==> config.mk <==
export PLATFORM = sky130hd
export DESIGN_NAME = comparator
export DESIGN_NICKNAME = d
export VERILOG_FILES = /design/src/rtl/comparator.sv
export SDC_FILE = /design/constraint.sdc
export NUM_CORES = 1
export LEC_CHECK = 0
export ABC_AREA = 1
export CAP_MARGIN = 10
export CELL_PAD_IN_SITES_DETAIL_PLACEMENT = 1
export CELL_PAD_IN_SITES_GLOBAL_PLACEMENT = 1
export CORE_AREA = 2 2 39 41
export CTS_CLUSTER_SIZE = 30
export DETAILED_ROUTE_END_ITERATION = 16
export DIE_AREA = 0 0 41 43
export MAX_ROUTING_LAYER = met4
export PLACE_DENSITY_LB_ADDON = 0.15
export SYNTH_ARGS = -nofsm -noshare
export SYNTH_HDL_FRONTEND = slang
export SYNTH_SLANG_ARGS = --single-unit
==> constraint.sdc <==
create_clock -name clk -period 0.8 [get_ports clk]
set_clock_uncertainty 0.05 [all_clocks]
set_input_delay 0.12 -clock clk [delete_from_list [all_inputs] [get_ports clk]]
set_output_delay 0.12 -clock clk [all_outputs]
set_load 0.005 [all_outputs]
==> src/rtl/comparator.sv <==
// -----------------------------------------------------------------------------
// comparator
//   Registered 4-bit unsigned magnitude comparator. Operands arrive as eight
//   single-bit ports. The greater/equal/less decision is formed combinationally
//   with an MSB-first priority scan, then captured on the rising clock edge.
//   This gives one cycle of latency and no input-to-output combinational path.
//
// Ports
//   clk            in   clock, all state updates on rising edge
//   rst_n          in   async active-low reset, clears g/e/l to 0
//   A3..A0         in   operand A, A3 is the MSB
//   B3..B0         in   operand B, B3 is the MSB
//   g              out  registered A >  B
//   e              out  registered A == B
//   l              out  registered A <  B
// -----------------------------------------------------------------------------
module comparator (
  input  logic clk,
  input  logic rst_n,
  input  logic A3,
  input  logic A2,
  input  logic A1,
  input  logic A0,
  input  logic B3,
  input  logic B2,
  input  logic B1,
  input  logic B0,
  output logic g,
  output logic e,
  output logic l
);

  logic [3:0] w_a;
  logic [3:0] w_b;
  logic       w_gt;
  logic       w_lt;
  logic       w_eq;

  logic       r_g;
  logic       r_e;
  logic       r_l;

  assign w_a = {A3, A2, A1, A0};
  assign w_b = {B3, B2, B1, B0};

  // The scan runs from the MSB down. The first differing bit latches the
  // decision. Once it is decided, lower bits are ignored.
  always_comb begin
    w_gt = 1'b0;
    w_lt = 1'b0;
    for (int i = 3; i >= 0; i--) begin
      if (!w_gt && !w_lt) begin
        if (w_a[i] && !w_b[i])      w_gt = 1'b1;
        else if (!w_a[i] && w_b[i]) w_lt = 1'b1;
      end
    end
  end

  assign w_eq = ~(w_gt | w_lt);

  // All-zero is only seen in reset. Out of reset the flops always hold a
  // one-hot result.
  always_ff @(posedge clk or negedge rst_n) begin
    if (!rst_n) begin
      r_g <= 1'b0;
      r_e <= 1'b0;
      r_l <= 1'b0;
    end else begin
      r_g <= w_gt;
      r_e <= w_eq;
      r_l <= w_lt;
    end
  end

  assign g = r_g;
  assign e = r_e;
  assign l = r_l;

endmodule

==> impl_metrics.json <==
{
  "numCtsBuffers": 3,
  "synth_area_leader_cell": "dfrtp_1",
  "slew_headroom": 0.874,
  "setup_viol": 4,
  "path_depth": 1,
  "vias": 269,
  "area_growth_pct": 108,
  "dpl.hpwl_um": 526,
  "grt.overflow.total": 0,
  "multi_input_area_sq_um": 191,
  "critPathTopFamily": "flip-flops",
  "setup_ws_ns": -0.0917,
  "clockBufferDepth": 2,
  "synth_edf_count": 0,
  "fillers": 177,
  "rows": 14,
  "path_buf_inv": 1,
  "slew_violations": 0,
  "antenna_found_initial": 0,
  "period_share": 1.11,
  "path_class": "flop to output pin",
  "grt_setup_unrepaired": "true",
  "post_drt_wl_per_cell_um": 10.4,
  "cp_slowest_stage_delay_ns": 0.36,
  "async_flop_share": 1.00,
  "synth_top_area_frac": 0.326,
  "crit_path_max_fanout": 1,
  "antenna_cells": 0,
  "cp-start-kind": "flop",
  "grt_pass1_wl_mm": 1.11,
  "yosysUniqueCellTypes": 10,
  "max_freq_mhz": 1120,
  "avgSynthCellArea_sq_um": 6.58,
  "num-nets-final": 64,
  "port_buffers": 12,
  "grt.total_usage": 0.102,
  "fp.dieH_um": 43,
  "gp_congestion": 0.668,
  "ant_nets": 0,
  "tightest_slew_ns": 0.188,
  "ys_warn_count": 0,
  "synthCells": 35,
  "crit_chain": "buf_2",
  "drtPass1Iterations": 1,
  "regArea_sq_um": 75.1,
  "p_leak_nw": 0.244,
  "cts_root_buf": "clkbuf_4",
  "fin_crit_ns": 0.892,
  "required_ns": 0.63,
  "worstPathArrival_ns": 0.72,
  "stdcell_count": 67,
  "grt_max_degree": 4,
  "ys_seq_area_frac": 0.326,
  "cts_setup_buffers": 0,
  "synthTopCellsByArea": "dfrtp_1 (33%), inv_1 (16%), ha_1 (11%)",
  "die_w_um": 41,
  "core_area_sq_mm": 0.00138,
  "drt_iter0_drc": 0,
  "viasPerCell": 4.01,
  "numClockSinks": 3,
  "finalHoldViolations": 0,
  "vdd_drop_max_uv": 336,
  "critPathCaptureType": "output pin",
  "power.total_mw": 0.650,
  "grt_pass1_vias": 325,
  "num_io_pins": 13,
  "drive_above_1_share": 0.569,
  "outcome": "finished with violations",
  "cts_max_level": 1,
  "dp.cells": 63,
  "initial_core_util": 0.166,
  "die_area_sq_mm": 0.00176,
  "drc": 0,
  "yosysMostFrequentCell": "inv_1",
  "synth_flop_cell": "dfrtp_1",
  "syn_area_sq_um": 230,
  "hold_class": "input pin to async pin",
  "routed_wl_um": 697,
  "ys_top_cells_by_count": "inv_1 (10), nand2_1 (5), nand3_1 (5)",
  "violations": "negative setup slack",
  "critPathSlowestCell": "dfrtp_1",
  "cts_tree": "done",
  "syn_nets": 47,
  "p_per_area_mw_per_mm2": 1360,
  "cts.clk_slew.worst_paths_ns": 0.04,
  "max_cap_viol_count": 0,
  "ys_ff_latch": 3
}
## layout by cell type, fill, tap and decap left out, types with 2 or more instances in the layout
master,n
nand3_4,4
dlygate4sd2_1,3
inv_2,6
buf_2,3
clkdlybuf4s15_1,2
nor2_1,2
inv_1,6
dfrtp_1,3
clkbuf_4,3
nand2_2,6
## cell type report
class	instances	share of cell area
clock buffers	4	0.0548
inverters	13	0.117
multi-input cells	19	0.399
flip-flops and latches	3	0.157
well taps	16	0.0418
repair buffers	12	0.230
## what timing repair did
action / 4_1_cts / 5_1_grt
resized for setup: 33 / 15
hold buffers: 0 / 0
pin swaps: 7 / 7
setup endpoints to repair: 6 / 6
## sequential cells by signal, indices dropped and copies added (netlist names)
register,flops
e,1
l,1
g,1
## worst paths after layout
| path | slack [ns] | to | from |
|---|---|---|---|
| min | 0.02 | g$_DFF_PN0_ | rst_n |
| max in group asynchronous | 0.53 | l$_DFF_PN0_ | rst_n |
| max | -0.09 | g | g$_DFF_PN0_ |
| min in group clk | 0.24 | g$_DFF_PN0_ | A0 |
## per-stage QoR
step / worst slack, ns / area (sq um) / TNS, ns / utilization / hold slack, ns
4_1_cts: -0.109 / 429 / -0.332 / 0.310 / 0.0157
3_5_place_dp: -0.784 / 405 / -2.80 / 0.293 / 0.273
3_3_place_gp: -0.757 / 405 / -2.68 / 0.293 / 0.254
6_report: -0.0917 / 479 / -0.256 / 0.346 / 0.0188
2_1_floorplan: -0.0897 / 265 / -0.207 / - / -0.226
5_1_grt: -0.105 / 479 / -0.414 / 0.346 / 0.0271
## cells by family after synthesis
kind of cell             share of synthesized area
adder cells (fa/ha/maj)                      0.109
buffers and inverters                        0.212
flip-flops                                   0.326
AND/OR/NAND/NOR                              0.353
## metal layers
metal | part of all wire | GRT usage
met2 | 0.63 | 0.184
met5 | 0 | -
met1 | 0.28 | 0.0703
met3 | 0.072 | 0
met4 | 0.020 | 0.120
## power by group
part	switching, mW	leakage, nW	internal (mW)
clock	0.0837	0.0150	0.187
combinational	0.107	0.193	0.0976
sequential	0.00468	0.0360	0.170
Power figures use the tool's default switching activity.
